==> src/rtl/mem_stage.sv <==
// MEM pipeline stage: runs the LDW/STW bus transaction and loads the MEM/WB register.
// Define MEM_ALIGN_CHECK_EN to flag misaligned word accesses with MISS_ALIGN.
module mem_stage (
  input  logic        clk,
  input  logic        reset,
  input  logic        stall,
  input  logic        flush,
  output logic        busy,
  input  logic [29:0] ex_pc,
  input  logic        ex_en_,
  input  logic        ex_br_flag,
  input  logic [1:0]  ex_mem_op,
  input  logic [31:0] ex_mem_wr_data,
  input  logic [1:0]  ex_ctrl_op,
  input  logic [4:0]  ex_dst_addr,
  input  logic        ex_gpr_we_,
  input  logic [2:0]  ex_exp_code,
  input  logic [31:0] ex_out,
  output logic        bus_req_,
  input  logic        bus_grnt_,
  output logic        bus_as_,
  output logic [29:0] bus_addr,
  output logic        bus_rw,
  output logic [31:0] bus_wr_data,
  input  logic [31:0] bus_rd_data,
  input  logic        bus_rdy_,
  output logic [29:0] mem_pc,
  output logic        mem_en_,
  output logic        mem_br_flag,
  output logic [1:0]  mem_ctrl_op,
  output logic [4:0]  mem_dst_addr,
  output logic        mem_gpr_we_,
  output logic [2:0]  mem_exp_code,
  output logic [31:0] mem_out
);

  localparam logic [1:0] MemLdw       = 2'd1;
  localparam logic [1:0] MemStw       = 2'd2;
  localparam logic [2:0] ExpNo        = 3'd0;
  localparam logic [2:0] ExpMissAlign = 3'd4;

  typedef enum logic [1:0] {StIdle, StReq, StAccess, StStall} state_e;

  state_e      state_q;
  logic [31:0] rd_buf_q;
  logic        is_mem_op;
  logic        miss_align;
  logic        access;

  assign is_mem_op = (ex_mem_op == MemLdw) || (ex_mem_op == MemStw);

`ifdef MEM_ALIGN_CHECK_EN
  assign miss_align = is_mem_op && (ex_out[1:0] != 2'b00);
`else
  assign miss_align = 1'b0;
`endif

  assign access = !ex_en_ && is_mem_op && !miss_align && (ex_exp_code == ExpNo) && !flush;

  assign busy = ((state_q == StIdle) && access) || (state_q == StReq) ||
                ((state_q == StAccess) && bus_rdy_);

  // Once started, a bus cycle always runs to completion; flush only affects the MEM register.
  always_ff @(posedge clk) begin
    if (reset) begin
      state_q     <= StIdle;
      bus_req_    <= 1'b1;
      bus_as_     <= 1'b1;
      bus_addr    <= '0;
      bus_rw      <= 1'b1;
      bus_wr_data <= '0;
      rd_buf_q    <= '0;
    end else begin
      case (state_q)
        StIdle: begin
          if (access) begin
            bus_req_ <= 1'b0;
            state_q  <= StReq;
          end
        end
        StReq: begin
          if (!bus_grnt_) begin
            bus_as_     <= 1'b0;
            bus_addr    <= ex_out[31:2];
            bus_rw      <= (ex_mem_op == MemLdw);
            bus_wr_data <= (ex_mem_op == MemStw) ? ex_mem_wr_data : 32'h0;
            state_q     <= StAccess;
          end
        end
        StAccess: begin
          bus_as_ <= 1'b1;
          if (!bus_rdy_) begin
            bus_req_ <= 1'b1;
            rd_buf_q <= bus_rd_data;
            state_q  <= stall ? StStall : StIdle;
          end
        end
        StStall: begin
          if (!stall) state_q <= StIdle;
        end
        default: state_q <= StIdle;
      endcase
    end
  end

  logic [29:0] pc_d;
  logic        en_d;
  logic        br_flag_d;
  logic [1:0]  ctrl_op_d;
  logic [4:0]  dst_d;
  logic        gpr_we_d;
  logic [2:0]  exp_d;
  logic [31:0] out_d;

  always_comb begin
    pc_d      = ex_pc;
    en_d      = ex_en_;
    br_flag_d = ex_br_flag;
    ctrl_op_d = ex_ctrl_op;
    dst_d     = ex_dst_addr;
    gpr_we_d  = ex_gpr_we_;
    exp_d     = ex_exp_code;
    if ((ex_mem_op == MemLdw) && (state_q == StAccess)) begin
      out_d = bus_rd_data;
    end else if ((ex_mem_op == MemLdw) && (state_q == StStall)) begin
      out_d = rd_buf_q;
    end else begin
      out_d = ex_out;
    end

    if (flush) begin
      pc_d      = '0;
      en_d      = 1'b1;
      br_flag_d = 1'b0;
      ctrl_op_d = '0;
      dst_d     = '0;
      gpr_we_d  = 1'b1;
      exp_d     = ExpNo;
      out_d     = '0;
    end else if (miss_align && !ex_en_) begin
      ctrl_op_d = '0;
      dst_d     = '0;
      gpr_we_d  = 1'b1;
      exp_d     = ExpMissAlign;
      out_d     = '0;
    end
  end

  always_ff @(posedge clk) begin
    if (reset) begin
      mem_pc       <= '0;
      mem_en_      <= 1'b1;
      mem_br_flag  <= 1'b0;
      mem_ctrl_op  <= '0;
      mem_dst_addr <= '0;
      mem_gpr_we_  <= 1'b1;
      mem_exp_code <= ExpNo;
      mem_out      <= '0;
    end else if (!stall) begin
      mem_pc       <= pc_d;
      mem_en_      <= en_d;
      mem_br_flag  <= br_flag_d;
      mem_ctrl_op  <= ctrl_op_d;
      mem_dst_addr <= dst_d;
      mem_gpr_we_  <= gpr_we_d;
      mem_exp_code <= exp_d;
      mem_out      <= out_d;
    end
  end

endmodule

==> config.mk <==
export PLATFORM = sky130hd
export DESIGN_NAME = mem_stage
export DESIGN_NICKNAME = d
export VERILOG_FILES = /design/src/rtl/mem_stage.sv
export SDC_FILE = /design/constraint.sdc
export NUM_CORES = 1
export LEC_CHECK = 0
export BUFFER_PORTS_ARGS = -buffer_cell sky130_fd_sc_hd__buf_2
export CORE_ASPECT_RATIO = 1.4
export CORE_MARGIN = 4
export CORE_UTILIZATION = 53
export CTS_BUF_LIST = sky130_fd_sc_hd__clkbuf_4
export DETAILED_ROUTE_END_ITERATION = 10
export GPL_ROUTABILITY_DRIVEN = 0
export GPL_TIMING_DRIVEN = 0
export PLACE_DENSITY = 0.87
export SYNTH_ARGS = -nofsm -noshare
export SYNTH_HDL_FRONTEND = slang
export SYNTH_SLANG_ARGS = --single-unit
==> constraint.sdc <==
create_clock -name clk -period 3.05 [get_ports clk]
set_input_delay 0.305 -clock clk [delete_from_list [all_inputs] [get_ports clk]]
set_output_delay 0.305 -clock clk [all_outputs]
set_load 0.03 [all_outputs]
==> summary.md, run 1 <==
| Metric | Value |
|---|---|
| Outcome | `finished, final reports clean` |
| Synth area leader | `dfxtp_1` |
| Initial antenna violation count | `2` |
| Hold Path Class | `in2reg` |
| Vias in the first global route | `8546` |
| H-tree depth | `4` |
| Post-route insts no fill | `1424` |
| Power Density | `427 nW/um2` |
| Number of core rows | `48` |
| Routed Antenna Nets | `0` |
| CP max-delay cell | `nor4_1` |
| CTS buffer count | `17` |
| CTS clk-pin slew, worst paths | `0.15 ns` |
| Die footprint | `14800 um2` |
| Place WS | `1.17 ns` |
| Final core occ | `80.9%` |
| Worst slew margin | `54.8%` |
| Placed insts | `1252` |
| Syn Inst Count | `817` |
| Sw Pwr | `1.23 mW` |
| Yosys warning count | `0` |
| Hold Vio Cnt, Final | `0` |
| Biggest cell delay along the critical path | `0.56 ns` |
| Sequential fraction of the synthesis area | `50.9%` |
| Setup violations, final | `0` |
| CORE AREA | `12500 um2` |
| Area contributors post-synth | `dfxtp_1 (51%), nand2_1 (11%), a21oi_1 (9.4%)` |
| Synth Register Bits | `174` |
| Crit Path Max Fanout | `2` |
| Crit path top cell by count | `buf_2` |
| Switching Fraction | `28.4%` |
| Primary FF master, synth | `dfxtp_1` |
| Critical-path cell list | `dlygate4sd3_1, buf_2, nor4_1, nand2_1, a22oi_1, buf_2` |
| Via/cell ratio | `5.78` |
| Worst Tran Pin Value | `0.678 ns` |
| Post-route cell area | `10100 um2` |
| Clock skew | `0.0277 ns` |
| CTS tree | `built` |
| All-Layer GR Usage | `37.1%` |
| Pleak | `4.52 nW` |
| Number of detailed-route iterations in the first pass | `6` |
| Multi-input logic area | `2810 um2` |
| Avg Synthesized Cell Area | `8.37 um2` |
| Buf+Inv Stages, Crit Path | `3` |
| Comb pwr share | `13.9%` |
| Die Y | `142 um` |
| First-pass GRT wire length | `44.2 mm` |
| Initial DRC Count | `623` |
| Post-synth ARST share | `0%` |
| Post-synth EDFFs | `0` |
| Largest net degree at the start of global routing | `17` |
| Initial Utilization | `54.7%` |
| Gr ovfl total | `0` |
| I/O pins | `288` |
| Critical path startpoint category | `primary input` |
| Post-synth cell types | `33` |
| Max-Cap Viols | `0` |
| Total wire length | `28.4 mm` |
| Residual DRC | `0` |
| Design Power | `4.32 mW` |
| Top-area cell type share of the netlist area | `50.9%` |
| Input/output buffers | `285` |
| CP top delay family | `buffers and inverters` |
| CP Capture Type | `output pin` |
| Nets@finish | `1405` |
| Hold slack | `0.0604 ns` |
| Period utilization | `80.0%` |
| Root cell of the clock tree | `clkbuf_4` |
| Sequential power share | `54.2%` |
| Worst VDD drop | `0.323 mV` |
| Clock power share | `31.9%` |
| Post-synth net total | `966` |
| Setup TNS | `0 ns` |
| Post-DP HPWL | `16.7 mm` |
| Syn Std Cell Area | `6840 um2` |
| Clock Path Buffers | `2` |
| CTS resizes | `0` |
| Via Count | `8230` |
| Fmax | `410 MHz` |
| Pint | `3.09 mW` |
| CTS Sinks | `174` |
| Critical Path RT | `2.74 ns` |
| PnR worst setup slack | `0.610 ns` |
| Worst-Skew Late Latency | `0.56 ns` |
| Crit path time final | `2.44 ns` |
| Layout Area Growth over Synthesis | `47.8%` |
| DP Area | `8450 um2` |
| RSZ-0062 raised after global routing | `no` |
| Die W | `104 um` |
| WS Path Type | `in2out` |
| # fillers | `741` |
| Seq. cell area | `3480 um2` |
| Fin. max-slew vios | `0` |
| Layout cells sized above 1 | `27.9%` |
| Mean routed wirelength per cell | `19.9 um` |
| Arr. time, crit path | `2.13 ns` |
[power by group through the flow]
stage | clock network (mW) | logic, mW | registers (mW)
after global placement | 0 | 0.422 | 2.38
after detailed placement | 0 | 0.428 | 2.38
after global routing | 1.47 | 0.633 | 2.35
after floorplan | 0 | 0.144 | 2.46
after CTS | 1.37 | 0.565 | 2.34
final | 1.38 | 0.600 | 2.34
[registers in the layout, summed over array words and instances, names as in the netlist]
register,flops
bus_wr_data,32
mem_out,32
rd_buf_q,32
bus_addr,30
mem_pc,30
mem_dst_addr,5
mem_exp_code,3
mem_ctrl_op,2
state_q,2
bus_as_,1
bus_req_,1
bus_rw,1
mem_br_flag,1
mem_en_,1
mem_gpr_we_,1
[cell type report]
type | instances | area share, %
diodes | 5 | 0.124
plain buffers | 76 | 4.15
clock buffers | 17 | 1.26
clock inverters | 15 | 1.61
inverters | 34 | 1.26
multi-input cells | 533 | 27.8
flip-flops and latches | 174 | 34.5
well taps | 150 | 1.86
repair buffers | 420 | 27.5
[Yosys cell counts (2+ instances only)]
| cell | number |
|---|---|
| buf_4 | 6 |
| buf_1 | 3 |
| a21oi_1 | 128 |
| ha_1 | 2 |
| nand3_1 | 34 |
| or3b_1 | 2 |
| and4_1 | 32 |
| o21ai_0 | 2 |
| clkbuf_1 | 38 |
| o21bai_1 | 3 |
| nand2b_1 | 2 |
| nor2_1 | 44 |
| nor3_1 | 2 |
| nor3b_1 | 2 |
| buf_2 | 17 |
| nand2_1 | 192 |
| dfxtp_1 | 174 |
| buf_6 | 12 |
| nand3b_1 | 2 |
| a22oi_1 | 41 |
| inv_1 | 34 |
| o221ai_1 | 29 |
| o221ai_2 | 2 |
| nor2b_1 | 5 |
[metal layers]
metal	wire, um	track usage, %	part of all wire (%)
met5	0	0	0
met4	1950	24.8	6.9
met3	2430	8.99	8.6
met2	14200	65.9	50
met1	9770	39.1	34
[path summary, 6_finish.rpt]
kind | from | end | slack, ns | cells past startpoint
worst max-delay path | ex_exp_code[1] | busy | 0.61 | 6
worst max register to register | state_q[0]$_SDFFE_PP0P_ | mem_out[21]$_SDFFE_PP0N_ | 1.39 | 4
worst min register to register | rd_buf_q[18]$_SDFFE_PP0P_ | rd_buf_q[18]$_SDFFE_PP0P_ | 0.46 | 2
worst min-delay path | ex_out[1] | mem_out[1]$_SDFFE_PP0N_ | 0.06 | 3
[worst reg2reg max path, delay by kind of cell, from the launching register on]
kind / cells / cell delay (ns)
AOI/OAI and AO/OA: 1 / 0.16
buffers and inverters: 2 / 0.60
DFF: 1 / 0.50
and+or+nand+nor: 1 / 0.29
[timing repair]
| action | 4_1_cts | 5_1_grt |
|---|---|---|
| endpoints found under the hold margin | 135 | 0 |
| buffers inserted | 0 | 0 |
| hold buffers | 135 | 0 |
[cells in the final DEF (no fill, tap or decap), drive strengths merged, types with 2 or more instances in the layout]
cell,n
nand3,34
o21ai,2
bufinv,2
clkinv,7
nor2,44
a21oi,128
clkbuf,55
nand3b,2
nor3b,3
ha,2
a22oi,41
diode,5
nand2b,2
dlygate4sd3,135
and4,32
nand2,192
o221ai,31
or3b,2
o21bai,3
inv,39
nor3,3
buf,323
nor2b,5
dfxtp,174
[logic make-up (layout without fill, tap and decap cells)]
logic type	Yosys count	count (layout)	synth area share, %
other cells	0	5	0
buf+inv	110	562	8.00
compound gates	209	209	18.9
fa+ha+maj	2	2	0.366
simple gates	322	322	21.8
flops	174	174	50.9
No activity file was read; power rests on OpenSTA's default activity.
==> inputs of run 2 (changes only) <==
CORE_UTILIZATION = 49   (was 53)
PLACE_DENSITY = 0.82   (was 0.87)
clock period = 2.45 ns   (was 3.05 ns; I/O delays follow)
==> summary.md, run 2 (synthesis results as in run 1) <==
| Metric | Value |
|---|---|
| Place WS | `0.578 ns (-0.597 ns)` |
| Initial DRC Count | `632 (+1.4%)` |
| Number of core rows | `50 (+4.2%)` |
| Via/cell ratio | `5.66 (-2.0%)` |
| Met1 Usage GRT | `36.4% (-2.7 points)` |
| Nets@finish | `1410 (+0.36%)` |
| Worst Reg-to-Reg Cells | `5 (+1)` |
| Worst Tran Pin Value | `0.661 ns (-0.0169 ns)` |
| Global route hottest layer | `met2` |
| Clock skew | `0.0330 ns (+0.00530 ns)` |
| Reg-to-reg setup timing slack | `0.81 ns (-0.58 ns)` |
| Routed Antenna Nets | `0 (unchanged)` |
| Crit Path Max Fanout | `10 (+8)` |
| I/O pins | `288 (unchanged)` |
| Fin. max-slew vios | `0 (unchanged)` |
| Hold Path Class | `in2reg` |
| Worst-Skew Late Latency | `0.59 ns (+0.03 ns)` |
| Post-CTS setup buffer count | `0 (unchanged)` |
| Setup TNS | `0 ns (unchanged)` |
| Commonest non-fill, non-tap cells in the layout | `buf_2 (302), nand2_1 (192), dfxtp_1 (174), dlygate4sd3_1 (140), a21oi_1 (128)` |
| Worst slew margin | `55.9% (+1.1 points)` |
| Critical-path cell list | `clkbuf_1, nor2_1, a22oi_1, buf_2` |
| Clock Path Buffers | `2 (unchanged)` |
| WHS Path Cells | `4 (+1)` |
| Worst VDD drop | `0.373 mV (+16%)` |
| Die Y | `148 um (+3.8%)` |
| CTS resizes | `0 (unchanged)` |
| CTS Sinks | `174 (unchanged)` |
| Critical path startpoint category | `flip-flop` |
| PnR worst setup slack | `0.288 ns (-0.322 ns)` |
| CORE AREA | `13500 um2 (+8.2%)` |
| Via Count | `8265 (+0.43%)` |
| Initial Utilization | `50.6% (-4.1 points)` |
| Crit path time final | `2.16 ns` |
| Die W | `108 um (+3.7%)` |
| Setup violations, final | `0 (unchanged)` |
| Period utilization | `88.2%` |
| Max-Cap Viols | `0 (unchanged)` |
| RSZ-0062 raised after global routing | `no` |
| Residual DRC | `0 (unchanged)` |
| Pleak | `4.54 nW (+0.49%)` |
| Number of detailed-route iterations in the first pass | `6 (unchanged)` |
| Met3 global-route usage | `8.08% (-0.91 points)` |
| CTS tree | `built` |
| CTS clk-pin slew, worst paths | `0.14 ns (about the same)` |
| Biggest cell delay along the critical path | `0.46 ns (-0.10 ns)` |
| Biggest regs | `bus_wr_data x32, mem_out x32, rd_buf_q x32` |
| Met2 usage | `59.1% (-6.8 points)` |
| Layout Area Growth over Synthesis | `49.1%` |
| Mean routed wirelength per cell | `18.9 um (-5.1%)` |
| Outcome | `finished, final reports clean` |
| Power Density | `531 nW/um2 (+24%)` |
| Largest net degree at the start of global routing | `17 (unchanged)` |
| Post-DP HPWL | `16.9 mm (+1.2%)` |
| Fmax | `463 MHz` |
| Gr ovfl total | `0 (unchanged)` |
| First-pass GRT wire length | `42.9 mm (-2.8%)` |
| Reg-to-Reg End | `bus_wr_data[4]$_SDFFE_PP0P_` |
| Critical Path RT | `2.20 ns (-0.54 ns)` |
| Arr. time, crit path | `1.92 ns (-0.21 ns)` |
| CP Capture Type | `output pin` |
| Vias in the first global route | `8503 (-0.50%)` |
| Layout cells sized above 1 | `27.9% (+0.048 points)` |
| WS Path Type | `reg2out` |
| Hold Vio Cnt, Final | `0 (unchanged)` |
| Worst hold path endpoint | `rd_buf_q[31]$_SDFFE_PP0P_` |
| Die footprint | `15900 um2 (+7.6%)` |
| RR Startpoint | `state_q[0]$_SDFFE_PP0P_` |
| Input/output buffers | `285 (unchanged)` |
| H-tree depth | `4 (unchanged)` |
| Cts hold-fix bufs | `140 (+3.7%)` |
| All-Layer GR Usage | `33.9% (-3.1 points)` |
| CTS buffer count | `17 (unchanged)` |
| Commonest non-fill, non-tap cell in the layout | `buf_2` |
| Initial antenna violation count | `2 (unchanged)` |
| Worst hold start | `bus_rdy_` |
| Root cell of the clock tree | `clkbuf_4` |
| CP max-delay cell | `dfxtp_1` |
| Total wire length | `27.6 mm (-2.7%)` |
-- run 2: area by class of cell --
| type | instances | area (um2) |
|---|---|---|
| antenna | 3 | 7.51 |
| buffer | 76 | 419 |
| clock buffer | 19 | 143 |
| clock inverter | 13 | 155 |
| fill | 952 | 3310 |
| inverter | 34 | 128 |
| multi-input combinational | 533 | 2810 |
| sequential | 174 | 3480 |
| tap | 182 | 228 |
| timing repair buffer | 425 | 2830 |
-- run 2: critical path, delay by kind of cell, from the launching register on --
kind                   cells  cell delay [ns]
buffers and inverters      2             0.61
flip-flops                 1             0.46
AO/OA/AOI/OAI              1             0.18
AND/OR/NAND/NOR            1             0.11
-- run 2: stage by stage --
stage | power, mW | util [%] | hold slack (ns) | std cells | area, um2
detailed placement | 3.50 | 62.8 | 0.440 | 1284 | 8490
finish | 5.41 | 75.5 | 0.0501 | 1459 | 10200
CTS | 5.37 | 75.4 | 0.0305 | 1456 | 10200
floorplan | 3.25 | - | 0.381 | 817 | 6840
global route | 5.57 | 75.5 | 0.0378 | 1458 | 10200
global placement | 3.50 | 62.8 | 0.436 | 1284 | 8490
-- run 2: worst max-delay path by stage --
stage                                        from                        to  slack (ns)  cells past startpoint
final                     state_q[0]$_SDFFE_PP0P_                      busy        0.29                      4
after global routing      state_q[0]$_SDFFE_PP0P_                      busy        0.14                      4
after global placement               ex_mem_op[1]  mem_out[24]$_SDFFE_PP0N_        0.67                      7
after detailed placement             ex_mem_op[1]  mem_out[24]$_SDFFE_PP0N_        0.58                      7
after floorplan                      ex_mem_op[0]                      busy        0.75                      5
after CTS                 state_q[0]$_SDFFE_PP0P_                      busy        0.26                      4
-- run 2: power breakdown --
group	switching [mW]	total, mW	internal, mW	leakage [nW]
logic	0.406	0.746	0.340	2.98
clock network	1.10	1.75	0.656	0.158
registers	0.0316	2.91	2.88	1.41
-- run 2: routing by layer --
metal	vias to the layer above	share of wire, %
li1	3707	-
met4	0	6.7
met2	608	50
met5	-	0
met3	174	9.1
met1	3776	34
